$ cat src/rtl/cache_pkg.sv
// Shared types and helpers for the cache line controller.
package cache_pkg;

  typedef enum logic [2:0] {
    S_IDLE     = 3'd0,
    S_LOOKUP   = 3'd1,
    S_EVICT    = 3'd2,
    S_REFILL   = 3'd3,
    S_WT_WRITE = 3'd4,
    S_RESPOND  = 3'd5
  } state_t;

  localparam bit WB = 1'b1;
  localparam bit WT = 1'b0;

  function automatic int idx_w(input int words);
    return (words > 1) ? $clog2(words) : 1;
  endfunction

endpackage

$ cat src/rtl/cache_line_ctrl_if.sv
// CPU, tag-compare, cache-array and memory handshake signals of the line controller.
interface cache_line_ctrl_if #(
  parameter int WORDS_PER_LINE = 4
);
  localparam int IDX_W = cache_pkg::idx_w(WORDS_PER_LINE);

  logic             req_valid;
  logic             req_we;
  logic             req_ready;
  logic             hit;
  logic             dirty;
  logic             mem_ack;
  logic             mem_rd;
  logic             mem_wr;
  logic [IDX_W-1:0] word_idx;
  logic             c_read;
  logic             c_write;
  logic             set_dirty;
  logic             resp_valid;

  modport master (
    input  req_valid, req_we, hit, dirty, mem_ack,
    output req_ready, mem_rd, mem_wr, word_idx, c_read, c_write, set_dirty, resp_valid
  );

  modport slave (
    output req_valid, req_we, hit, dirty, mem_ack,
    input  req_ready, mem_rd, mem_wr, word_idx, c_read, c_write, set_dirty, resp_valid
  );
endinterface

$ cat src/rtl/cache_stat_counter.sv
// Saturating up-counter with asynchronous clear, used for hit/miss statistics.
module cache_stat_counter #(
  parameter int W = 16
) (
  input  logic         clk,
  input  logic         rst,
  input  logic         inc,
  output logic [W-1:0] count
);

  always_ff @(posedge clk or posedge rst) begin
    if (rst)
      count <= '0;
    else if (inc && (count != '1))
      count <= count + 1'b1;
  end

endmodule

$ cat src/rtl/cache_line_ctrl.sv
// Cache line controller: lookup, dirty eviction, multi-word refill, write-through
// and response sequencing, plus saturating hit/miss statistics.
//
// state      | meaning
// -----------+---------------------------------------------------------------
// S_IDLE     | ready for a CPU request
// S_LOOKUP   | cache array read, hit/dirty sampled, statistics updated
// S_EVICT    | dirty line written back to memory one word per ack
// S_REFILL   | line fetched from memory one word per ack, then re-lookup
// S_WT_WRITE | write-through store held on memory until ack
// S_RESPOND  | one-cycle response to the CPU
module cache_line_ctrl
  import cache_pkg::*;
#(
  parameter int WORDS_PER_LINE = 4,
  parameter bit WRITE_BACK     = 1'b1,
  parameter int STAT_W         = 16
) (
  input  logic              clk,
  input  logic              rst,
  cache_line_ctrl_if.master bus,
  output logic [STAT_W-1:0] hit_cnt,
  output logic [STAT_W-1:0] miss_cnt
);

  localparam int IDX_W  = idx_w(WORDS_PER_LINE);
  localparam bit POLICY = WRITE_BACK ? WB : WT;
  localparam logic [IDX_W-1:0] LAST_IDX = IDX_W'(WORDS_PER_LINE - 1);

  state_t           state, state_nx;
  logic [IDX_W-1:0] word_idx, idx_nx;
  logic             we_q, we_nx;
  logic             resp_wr_q, resp_wr_nx;
  logic             wt_first, wt_first_nx;
  logic             lookup;

  always_ff @(posedge clk or posedge rst) begin
    if (rst) begin
      state     <= S_IDLE;
      word_idx  <= '0;
      we_q      <= 1'b0;
      resp_wr_q <= 1'b0;
      wt_first  <= 1'b0;
    end else begin
      state     <= state_nx;
      word_idx  <= idx_nx;
      we_q      <= we_nx;
      resp_wr_q <= resp_wr_nx;
      wt_first  <= wt_first_nx;
    end
  end

  always_comb begin
    state_nx    = state;
    idx_nx      = word_idx;
    we_nx       = we_q;
    resp_wr_nx  = resp_wr_q;
    wt_first_nx = 1'b0;
    lookup      = 1'b0;
    case (state)
      S_IDLE: begin
        resp_wr_nx = 1'b0;
        if (bus.req_valid) begin
          state_nx = S_LOOKUP;
          we_nx    = bus.req_we;
        end
      end
      S_LOOKUP: begin
        lookup     = 1'b1;
        resp_wr_nx = 1'b0;
        if (bus.hit) begin
          if (!we_q) begin
            state_nx = S_RESPOND;
          end else if (POLICY == WB) begin
            state_nx   = S_RESPOND;
            resp_wr_nx = 1'b1;
          end else begin
            state_nx    = S_WT_WRITE;
            wt_first_nx = 1'b1;
          end
        end else begin
          idx_nx   = '0;
          state_nx = ((POLICY == WB) && bus.dirty) ? S_EVICT : S_REFILL;
        end
      end
      S_EVICT: begin
        if (bus.mem_ack) begin
          idx_nx = word_idx + 1'b1;
          if (word_idx == LAST_IDX)
            state_nx = S_REFILL;
        end
      end
      S_REFILL: begin
        if (bus.mem_ack) begin
          idx_nx = word_idx + 1'b1;
          if (word_idx == LAST_IDX)
            state_nx = S_LOOKUP;
        end
      end
      S_WT_WRITE: begin
        if (bus.mem_ack)
          state_nx = S_RESPOND;
      end
      S_RESPOND: state_nx = S_IDLE;
      default:   state_nx = S_IDLE;
    endcase
  end

  // Everything decodes from registered state; only the refill write strobe follows mem_ack.
  assign bus.req_ready  = (state == S_IDLE);
  assign bus.c_read     = (state == S_LOOKUP) || (state == S_EVICT);
  assign bus.mem_wr     = (state == S_EVICT) || (state == S_WT_WRITE);
  assign bus.mem_rd     = (state == S_REFILL);
  assign bus.word_idx   = word_idx;
  assign bus.resp_valid = (state == S_RESPOND);
  assign bus.set_dirty  = (state == S_RESPOND) && resp_wr_q;
  assign bus.c_write    = ((state == S_REFILL) && bus.mem_ack)
                       || ((state == S_WT_WRITE) && wt_first)
                       || ((state == S_RESPOND) && resp_wr_q);

  cache_stat_counter #(.W(STAT_W)) u_hit_cnt (
    .clk   (clk),
    .rst   (rst),
    .inc   (lookup && bus.hit),
    .count (hit_cnt)
  );

  cache_stat_counter #(.W(STAT_W)) u_miss_cnt (
    .clk   (clk),
    .rst   (rst),
    .inc   (lookup && !bus.hit),
    .count (miss_cnt)
  );

endmodule

$ cat src/flat_wrapper.sv
// flat-port wrapper written by rule: the top's interface ports become plain ports
module cache_line_ctrl_flat import cache_pkg::*;
#(
  parameter int WORDS_PER_LINE = 4,
  parameter bit WRITE_BACK     = 1'b1,
  parameter int STAT_W         = 16
)
  (clk, rst, hit_cnt, miss_cnt, bus_req_valid, bus_req_we, bus_hit, bus_dirty, bus_mem_ack, bus_req_ready, bus_mem_rd, bus_mem_wr, bus_word_idx, bus_c_read, bus_c_write, bus_set_dirty, bus_resp_valid);
  cache_line_ctrl_if #(.WORDS_PER_LINE(WORDS_PER_LINE)) bus_i ();
  input  logic clk;
  input  logic rst;
  output logic [STAT_W-1:0] hit_cnt;
  output logic [STAT_W-1:0] miss_cnt;
  input wire logic [$bits(bus_i.req_valid)-1:0] bus_req_valid;
  input wire logic [$bits(bus_i.req_we)-1:0] bus_req_we;
  input wire logic [$bits(bus_i.hit)-1:0] bus_hit;
  input wire logic [$bits(bus_i.dirty)-1:0] bus_dirty;
  input wire logic [$bits(bus_i.mem_ack)-1:0] bus_mem_ack;
  output wire logic [$bits(bus_i.req_ready)-1:0] bus_req_ready;
  output wire logic [$bits(bus_i.mem_rd)-1:0] bus_mem_rd;
  output wire logic [$bits(bus_i.mem_wr)-1:0] bus_mem_wr;
  output wire logic [$bits(bus_i.word_idx)-1:0] bus_word_idx;
  output wire logic [$bits(bus_i.c_read)-1:0] bus_c_read;
  output wire logic [$bits(bus_i.c_write)-1:0] bus_c_write;
  output wire logic [$bits(bus_i.set_dirty)-1:0] bus_set_dirty;
  output wire logic [$bits(bus_i.resp_valid)-1:0] bus_resp_valid;
  assign bus_i.req_valid = bus_req_valid;
  assign bus_i.req_we = bus_req_we;
  assign bus_i.hit = bus_hit;
  assign bus_i.dirty = bus_dirty;
  assign bus_i.mem_ack = bus_mem_ack;
  assign bus_req_ready = bus_i.req_ready;
  assign bus_mem_rd = bus_i.mem_rd;
  assign bus_mem_wr = bus_i.mem_wr;
  assign bus_word_idx = bus_i.word_idx;
  assign bus_c_read = bus_i.c_read;
  assign bus_c_write = bus_i.c_write;
  assign bus_set_dirty = bus_i.set_dirty;
  assign bus_resp_valid = bus_i.resp_valid;
  cache_line_ctrl #(.WORDS_PER_LINE(WORDS_PER_LINE), .WRITE_BACK(WRITE_BACK), .STAT_W(STAT_W)) u_core (.clk(clk), .rst(rst), .bus(bus_i), .hit_cnt(hit_cnt), .miss_cnt(miss_cnt));
endmodule
$ cat config.mk
export PLATFORM = sky130hd
export DESIGN_NAME = cache_line_ctrl_flat
export DESIGN_NICKNAME = d
export VERILOG_FILES = /design/src/rtl/cache_pkg.sv /design/src/rtl/cache_line_ctrl_if.sv /design/src/rtl/cache_stat_counter.sv /design/src/rtl/cache_line_ctrl.sv /design/src/flat_wrapper.sv
export SDC_FILE = /design/constraint.sdc
export NUM_CORES = 1
export LEC_CHECK = 0
export BUFFER_PORTS_ARGS = -buffer_cell sky130_fd_sc_hd__buf_2
export CORE_MARGIN = 8
export CORE_UTILIZATION = 40
export CTS_CLUSTER_DIAMETER = 150
export DETAILED_ROUTE_END_ITERATION = 16
export HOLD_SLACK_MARGIN = 0.05
export PLACE_DENSITY = 0.63
export SLEW_MARGIN = 20
export SYNTH_ARGS = -nofsm -noshare
export SYNTH_HDL_FRONTEND = slang
export SYNTH_SLANG_ARGS = --single-unit
$ cat constraint.sdc
create_clock -name clk -period 2.1 [get_ports clk]
set_input_delay 0.105 -clock clk [delete_from_list [all_inputs] [get_ports clk]]
set_output_delay 0.105 -clock clk [all_outputs]
set_load 0.02 [all_outputs]
# Word level (Yosys, flattened, before mapping)
# Index checks and enable logic that the tools add are counted.
# op_classes
n_eq_ne,16
add_sub_neg,3
reduce_logical,17
mux,16
# ops
operator,n
"16-bit by 1-bit adder with 16-bit output, second input constant",2
"16-bit inequality test, second input constant",2
3-bit 2-to-1 mux,7
3-bit case mux with 5 select lines,1
"2-bit inequality test, second input constant",5
"3-bit by 2-bit == test with 1-bit output, second input constant",2
"3-bit == test, second input constant",2
1-bit logical AND,6
"2-bit by 1-bit inequality test with 1-bit output, second input constant",3
6-bit AND reduction,1
1-bit 2-to-1 mux,4
2-bit 2-to-1 mux,2
2-bit case mux with 2 select lines,1
2-bit nonzero test,2
"3-bit by 1-bit == test with 1-bit output, second input constant",1
3-bit zero test,1
1-bit logical OR,3
3-bit AND reduction,1
"2-bit by 1-bit adder with 2-bit output, second input constant",1
"2-bit == test, second input constant",1
1-bit case mux with 2 select lines,1
2-bit AND reduction,1
2-bit OR reduction,1
1-bit zero test,1
# totals
elab_cells,58
register_bits,39

# Depth between registers and ports, before layout
# Gate-level depths: netlist (run 1).
# depth
depth_word,4
mapped_depth,6

# Modules after synthesis
# Synthesis (run 1) repeated with hierarchy kept, for this count alone.
# unflattened
hier_cells,191
hier_area_um2,2098.3
# modules_own_cells
mod,cells_each,n_inst,area_per_inst_um2
cache_stat_counter,71,2,805.8
cache_line_ctrl,49,1,486.7

# Worst setup path after synthesis (run 1)
# No wires, ideal clock.
# synth_timing
kind,register to register
from,register u_core.u_miss_cnt.count[0]
to,register u_core.u_miss_cnt.count[5]
t_required_ns,1.967
n_path_buf,1
setup_time_ns,0.133
slack_ns,0.247
arrival_time_ns,1.720
path_stages_with_launch,7
path_cell_list,dfrtp_1 > ha_1 > and3_1 > or4b_1 > clkbuf_1 > nor3b_1 > xor2_1
# synth_via
elab_chain_cells,2
elab_cells_between_ends,3
# synth_lines
item,line,source
from (decl),cache_stat_counter.sv:8,output logic [W-1:0] count
from (signal assigned),cache_stat_counter.sv:15,count <= count + 1'b1;
"parallel branches: the longest is 2 deep, another holds 16-bit by 1-bit adder with 16-bit output",--,
# Several ways; the timed one is not identified.
# A chain may end at the register's enable or synchronous reset.

# Worst setup path in the final report (run 1)
# Ends and elaborated chain as after synthesis.

==> results of run 1 <==
flip-flops by register name (all words and copies together), names as in the netlist:
name / flops
u_core.u_miss_cnt.count: 16
u_core.bus.word_idx: 2
u_core.u_hit_cnt.count: 16
u_core.state: 3
u_core.resp_wr_q: 1
u_core.we_q: 1
routing by layer:
layer  global-route usage (%)  vias to the layer above  part of all wire (%)
met4                     5.16                        0                   1.3
met3                     4.78                        8                   6.6
li1                         -                      840                     -
met1                     16.8                      783                    49
met2                     18.8                       39                    43
met5                        0                        -                     0
metrics by stage:
stage	utilization (%)	hold WS (ns)	cell area, um^2
after CTS	49.5	0.106	2490
after detailed placement	47.6	0.251	2400
after global routing	49.5	0.125	2490
after global placement	47.6	0.258	2400
after floorplan	-	0.255	2050
final	49.5	0.112	2490
final cells by class:
| class | count | area (um^2) |
|---|---|---|
| tap | 70 | 87.6 |
| multi-input combinational | 154 | 1030 |
| fill | 501 | 2550 |
| inverter | 2 | 7.51 |
| clock buffer | 6 | 72.6 |
| sequential | 39 | 976 |
| timing repair buffer | 57 | 315 |
where the power goes:
part | total (uW) | internal [uW] | leakage, uW | switching (uW)
registers | 1070 | 903 | 0.000517 | 165
logic | 1110 | 450 | 0.000653 | 658
clock network | 460 | 221 | 0.0000371 | 239
path summary, 6_finish.rpt:
path / endpoint / slack [ns] / cells after the start
setup reg to reg: u_core.u_miss_cnt.count[5] / 0.25 / 5
hold reg to reg: u_core.resp_wr_q / 0.47 / 2
hold / removal: u_core.state[0] / 0.11 / 4
max in group asynchronous: u_core.bus.word_idx[0] / 1.29 / 4
setup / recovery: u_core.u_miss_cnt.count[5] / 0.25 / 5
min in group asynchronous: u_core.u_miss_cnt.count[15] / 0.48 / 4
cell usage in the layout, fill, tap and decap left out, types with 7 or more instances in the layout:
master	instances
buf_4	8
nand4_1	14
nand2_1	19
nor2_1	14
buf_2	47
xor2_1	10
dfrtp_1	39
xnor2_1	14
nand3_1	13
a21oi_1	10
o21ai_0	7
nor3_1	8
kinds of logic after synthesis:
group	after synthesis
compound gates	24
xor+xnor	24
fa+ha+maj	3
buf+inv	9
flops	39
mux	7
simple gates	96
critical path, cell delays in order, from the launching register on:
cell and delay [ns]:
dfrtp_1 0.43, ha_1 0.18, and3_1 0.20, or4b_1 0.58, nor3b_1 0.20, xor2_1 0.14
==> flow_summary.ini, run 1 <==
[detailed_routing]
drcViolationCount = 0
firstDrtPassIters = 4
antenna_left = 0
routed_wl_um = 4600
drt-initial-drc-count = 95
post_drt_wl_per_cell_um = 14.0
via_count = 1670
via_per_inst = 5.09

[floorplan]
start_util_pct = 40.7
dieArea_mm2 = 0.00769
core-area_mm2 = 0.00504
rows = 26
pin_count = 48
die_x_um = 87.7
die_height_um = 87.7

[power]
p_per_area_mw_per_mm2 = 1060
irDropWorstVdd_v = 0.000701
p_total_uw = 2640
p_leak_uw = 0.00121

[clock_network]
cts_hold_buf = 2
root_buffer = clkbuf_8
clk_latency_ns = 0.29
h-tree-depth = 2
clock_sinks = 39
clockBufferDepth = 2
postCtsSetupRepairBufs = 0
path_clk_slew_ns = 0.07
cts_made_buffers = 5
cts-resized-gates = 0
cts_tree = built

[synth]
synth_compound_area_share_pct = 6.82
synthTopCellsByArea = dfrtp_1, xnor2_1, nand4_1, xor2_1, nand2_1
synth_mux_area_share_pct = 3.84
synth_fa_ha_area_share_pct = 1.83
syn_area_per_cell_um2 = 10.2
synth_top_area_share_pct = 47.5
synth_fp_nets = 212
synth_seq_area_share_pct = 47.5
synth_cells = 202
synth_edf_count = 0
yosys-top-cells-count = dfrtp_1, nand2_1, nand4_1, nor2_1, xnor2_1
synthesis.area_mm2 = 0.00205
synth_cell_types = 41
synth-xor-area-share_pct = 10.2
synth_most_common_cell = dfrtp_1
synth-simple-area-share_pct = 27.6
ys.flop_type = dfrtp_1
yosys_warnings = 0
ys_ff_latch = 39
synthArstFlopShare_pct = 100
synth_top_family_by_area = simple AND/OR/NAND/NOR gates
synth_largest_area_cell = dfrtp_1

[timing]
skew_ns = 0.00323
rsz0062_at_grt = false
fin_crit_sh_pct = 88.1
layout_setup_ws_ns = 0.250
hold_violations = 0
layout_min_cycle_time_ns = 1.85
finalMaxSlewViolations = 0
setup_viol_count_final = 0
worstMarginPinSlew_ns = 0.485
maxSlewHeadroom_pct = 67.7
tns_ns = 0
fmax_mhz = 541

[setup_path]
r2r-start = u_core.u_miss_cnt.count[0]
crit_fanout = 6
end_kind = flip-flop
crit_required_ns = 2.26
arrival_ns = 2.01
critPathLaunchType = flip-flop
crit_start = u_core.u_miss_cnt.count[0]
critical_path_class = flip-flop to flip-flop

[global_routing]
first_global_vias = 1654
globalRouteTotalUtil_pct = 12.9
gr-total-overflow = 0
grt_pass1_wl_um = 7870
antenna_found_initial = 0
grt_max_degree = 40

[min_path]
worstHoldStart = bus_dirty
hold_class = primary input to flip-flop

[finish]
stdcell_count = 328
antenna_cells = 0
layout-drive-gt1-share_pct = 27.9
syn2layout_area_growth_pct = 21.4
nNetsFinal = 269

[place]
place_hpwl_um = 3400
post-place-cells = 320
portBuffers = 47
place_ws_ns = 0.257
gp_congestion = 0.757

[run_status]
status = completed

[run]
maxCapViolations = 0
Note: power is estimated with default switching activity, not from simulation.
==> inputs of run 2 (changes only) <==
- CORE_UTILIZATION: 40 -> 45
- PLACE_DENSITY: 0.63 -> 0.7
==> run 2 against run 1 <==
Effect of this change:
- core utilization rose by 7.5 points
- critical endpoint unchanged
- design area increased by 0.20%
- sequential share of layout area shrank 0.078 points
- largest cell class unchanged
- combinational power barely moved
- cell count is 4.9% lower
- sequential power about the same
- critical path type unchanged
==> flow_summary.ini, run 2 (synthesized netlist as in run 1, its figures left out) <==
[place]
gp_congestion = 0.827
place_hpwl_um = 3410
portBuffers = 47
place_area_mm2 = 0.00238

[floorplan]
die_height_um = 83.6
pin_count = 48
die_x_um = 83.6
dieArea_mm2 = 0.00698
core-area_mm2 = 0.00438
start_util_pct = 46.9
rows = 24

[global_routing]
globalRouteTotalUtil_pct = 13.3
first_global_vias = 1651
grt_pass1_wl_um = 7940
grt_max_degree = 40
gr-total-overflow = 0
antenna_found_initial = 0

[clock_network]
h-tree-depth = 2
cts_made_buffers = 5
clockBufferDepth = 2
path_clk_slew_ns = 0.07
cts_tree = built
cts-resized-gates = 0
postCtsSetupRepairBufs = 0
clock_sinks = 39
clk_latency_ns = 0.29
root_buffer = clkbuf_8
cts_hold_buf = 2

[setup_path]
end_kind = flip-flop
cpMaxStageDelayCell = or4b_1
critical_path_class = flip-flop to flip-flop
cp_num_buf_inv = 0
arrival_ns = 2.04
critPathLaunchType = flip-flop
crit_fanout = 6
cp_cell_sequence = ha_1, and3_1, or4b_1, nor3b_1, xor2_1
critPathTopFamily = simple AND/OR/NAND/NOR gates
cpPeakStageDelay_ns = 0.58
crit_required_ns = 2.27

[power]
irDropWorstVdd_v = 0.000784
p_per_area_mw_per_mm2 = 1100
p_leak_uw = 0.00122
p_total_uw = 2740

[detailed_routing]
via_per_inst = 5.37
drcViolationCount = 0
antenna_left = 0
drt-initial-drc-count = 145
firstDrtPassIters = 4
routed_wl_um = 4610
post_drt_wl_per_cell_um = 14.8
via_count = 1676

[finish]
nNetsFinal = 269
final_common_cell = buf_2
syn2layout_area_growth_pct = 21.6
fin_area_mm2 = 0.00250
layout-drive-gt1-share_pct = 28.5
antenna_cells = 0
num-fill-cells = 396
final_cell_mix = buf_2, dfrtp_1, nand2_1
reg_top3 = u_core.u_hit_cnt.count x16, u_core.u_miss_cnt.count x16, u_core.state x3

[min_path]
hold_class = primary input to flip-flop

[run]
maxCapViolations = 0

[timing]
worstMarginPinSlew_ns = 0.472
finalMaxSlewViolations = 0
layout_min_cycle_time_ns = 1.87
tns_ns = 0
fin_crit_sh_pct = 89.2
hold_violations = 0
maxSlewHeadroom_pct = 68.1
setup_viol_count_final = 0
fmax_mhz = 534
rsz0062_at_grt = false
skew_ns = 0.00435

[run_status]
status = completed
run 2: cell types whose count changed in the layout (fill, tap and decap cells not counted):
cell	before	now
clkbuf_8	5	7
run 2: tightest hold or removal path, stage by stage:
cell     delay, ns
buf_2         0.08
nand2_1       0.04
o21ai_0       0.06
o32ai_1       0.08
run 2: cell type report:
type                    count  area, um^2  share of cell area, %
inverters                   2        7.51                  0.300
repair buffers             57         315                   12.6
clock buffers               8         100                   4.01
flip-flops and latches     39         976                   39.1
multi-input cells         154        1030                   41.4
well taps                  52        65.1                   2.60
run 2: metrics by stage:
step | util (%) | setup WS, ns | instances | hold WS [ns]
detailed placement | 54.3 | 0.260 | 302 | 0.251
CTS | 57.0 | 0.247 | 312 | 0.105
global placement | 54.3 | 0.295 | 302 | 0.252
finish | 57.0 | 0.226 | 312 | 0.106
global route | 57.0 | 0.0982 | 312 | 0.126
floorplan | - | 0.247 | 202 | 0.255
run 2: final timing paths:
path / startpoint / endpoint / slack [ns] / cells after the start
max: u_core.u_miss_cnt.count[0] / u_core.u_miss_cnt.count[5] / 0.23 / 5
min: bus_dirty / u_core.state[0] / 0.11 / 4
max reg2reg: u_core.u_miss_cnt.count[0] / u_core.u_miss_cnt.count[5] / 0.23 / 5
min reg2reg: u_core.we_q / u_core.resp_wr_q / 0.48 / 2
max in group asynchronous: rst / u_core.u_hit_cnt.count[10] / 1.29 / 4
min in group asynchronous: rst / u_core.u_miss_cnt.count[8] / 0.47 / 4
run 2: where the power goes:
group | switching (uW) | internal (uW)
combinational | 661 | 450
clock | 253 | 300
sequential | 170 | 902
run 2: per-layer routing:
layer	routed length, um	part of all wire (%)	track usage [%]
met1	2240	49	16.8
met2	2040	44	20.1
met3	275	6.0	5.27
met4	48	1.0	4.55
met5	0	0	0
==> inputs of run 3 (changes only) <==
--- a/config.mk
+++ b/config.mk
@@ -12,2 +12,3 @@
 export DETAILED_ROUTE_END_ITERATION = 16
+export GPL_TIMING_DRIVEN = 0
 export HOLD_SLACK_MARGIN = 0.05
==> constraint.sdc (replaced) <==
create_clock -name clk -period 2.1 [get_ports clk]
set_input_delay 0.42 -clock clk [delete_from_list [all_inputs] [get_ports clk]]
set_output_delay 0.42 -clock clk [all_outputs]
set_load 0.02 [all_outputs]
==> run 3 against run 2 <==
Effect of this change:
- setup slack lost 0.11 ns
- clock power decreased by 10%
- core utilization down 0.54 points
- register-to-register slack worse by 0.05 ns
- routed wire length decreased by 3.1%
- power is 2.3% lower
- cell count decreased by 0.32%
- fmax shrank 5.4%
- global-route usage barely moved
- flip-flop and latch count is the same
- largest power group unchanged
==> flow_summary.ini, run 3 (synthesized netlist as in run 1, its figures left out) <==
[run_status]
status = completed

[finish]
final_common_cell = buf_2
syn2layout_area_growth_pct = 20.5
reg_top3 = u_core.u_hit_cnt.count x16, u_core.u_miss_cnt.count x16, u_core.state x3
nNetsFinal = 268
num-fill-cells = 402
antenna_cells = 0
final-seq-area_um2 = 976
layout-drive-gt1-share_pct = 28.6
final_util_pct = 56.4
multi_input_area_mm2 = 0.00103
final_cell_mix = buf_2, dfrtp_1, nand2_1

[setup_path]
cpMaxStageDelayCell = dfrtp_1
crit_fanout = 10
reg2reg_depth = 5
end_kind = output pin
critPathLaunchType = flip-flop
arrival_ns = 1.56
crit_required_ns = 1.68
critical_path_class = flip-flop to output pin
cpPeakStageDelay_ns = 0.42
cp_cell_sequence = clkbuf_2, nor2b_1, and3_1, a21o_1, buf_2

[power]
irDropWorstVdd_v = 0.000754
p_leak_uw = 0.00121
pwr-share-seq_pct = 39.4
pwr-share-comb_pct = 42.1
clkPwrFrac_pct = 18.6
cell_internal_pwr_uw = 1580
power.share.switching_pct = 40.7
power.switching_uw = 1090
p_per_area_mw_per_mm2 = 1080

[floorplan]
start_util_pct = 46.9
die_x_um = 83.6
dieArea_mm2 = 0.00698
die_height_um = 83.6
pin_count = 48
rows = 24
core-area_mm2 = 0.00438

[run]
maxCapViolations = 0

[detailed_routing]
drcViolationCount = 0
post_drt_wl_per_cell_um = 14.4
firstDrtPassIters = 4
antenna_left = 0
via_per_inst = 5.38
routed_wl_um = 4460
via_count = 1673
drt-initial-drc-count = 55

[clock_network]
h-tree-depth = 2
root_buffer = clkbuf_8
path_clk_slew_ns = 0.08
cts_made_buffers = 5
cts_tree = built
clockBufferDepth = 2
clock_sinks = 39
clk_latency_ns = 0.29

[timing]
hold_violations = 0
worstMarginPinSlew_ns = 0.478
layout_min_cycle_time_ns = 1.98
maxSlewHeadroom_pct = 67.8
finalHoldWorstSlack_ns = 0.107
fmax_mhz = 505
setup_viol_count_final = 0
layout_setup_ws_ns = 0.118
rsz0062_at_grt = false
fin_crit_sh_pct = 94.4
skew_ns = 0.00760
finalMaxSlewViolations = 0
tns_ns = 0

[global_routing]
globalRouteTotalUtil_pct = 13.4
grt_max_degree = 24
first_global_vias = 1662
gr-total-overflow = 0
antenna_found_initial = 0
grt_pass1_wl_um = 7900

[place]
gp_congestion = 0.804
place_ws_ns = 0.123
portBuffers = 47
place_hpwl_um = 3340

[min_path]
hold_class = primary input to asynchronous set/reset pin
-- run 3: changes by cell type in the layout (fill, tap and decap cells not counted), sizes merged --
cell,before,now
dlygate4sd3,2,0
buf,55,51
clkbuf,8,12
clkinv,0,1
-- run 3: final timing paths --
kind / start / to / slack [ns]
max in group asynchronous: rst / u_core.u_miss_cnt.count[2] / 1.54
setup / recovery: u_core.state[0] / bus_c_write / 0.12
hold / removal: rst / u_core.u_hit_cnt.count[6] / 0.11
min in group clk: bus_req_we / u_core.we_q / 0.35
hold reg to reg: u_core.we_q / u_core.resp_wr_q / 0.47
setup reg to reg: u_core.state[1] / u_core.u_miss_cnt.count[11] / 0.18
-- run 3: worst max-delay path: cells and delay by family, from the launching register on --
family                 cells  cell delay [ns]
and+or+nand+nor            2             0.36
DFF                        1             0.42
AOI/OAI and AO/OA          1             0.15
buffers and inverters      2             0.34
-- run 3: final cells by class --
class                   count  share of cell area, %
plain buffers               7                   1.62
clock buffers               7                   3.08
clock inverters             1                  0.202
inverters                   2                  0.303
multi-input cells         154                   41.8
flip-flops and latches     39                   39.4
well taps                  52                   2.63
repair buffers             49                   10.9
-- run 3: power by group through the flow --
stage          combinational, uW  clock, uW  sequential [uW]
2_1_floorplan                687          0             1170
3_3_place_gp                1100          0             1060
3_5_place_dp                1130          0             1070
4_1_cts                     1130        507             1050
5_1_grt                     1240        539             1080
6_report                    1120        496             1050
-- run 3: routing by layer --
layer / wire length (um) / track usage [%]
met5: 0 / 0
met4: 57 / 5.65
met3: 253 / 4.00
met2: 1940 / 19.6
met1: 2210 / 17.6
-- run 3: stage by stage --
stage | power (uW) | cell area, um^2 | std cells
floorplan | 1860 | 2050 | 202
global placement | 2160 | 2350 | 301
detailed placement | 2190 | 2380 | 302
CTS | 2690 | 2460 | 310
global route | 2860 | 2470 | 311
finish | 2670 | 2470 | 311
-- run 3: repair_timing --
| action | CTS | global route |
|---|---|---|
| setup endpoints to repair | 0 | 6 |
| endpoints found under the hold margin | 0 | 0 |
| hold buffers | 0 | 0 |
| buffers inserted | 0 | 1 |
| resized for setup | 0 | 5 |
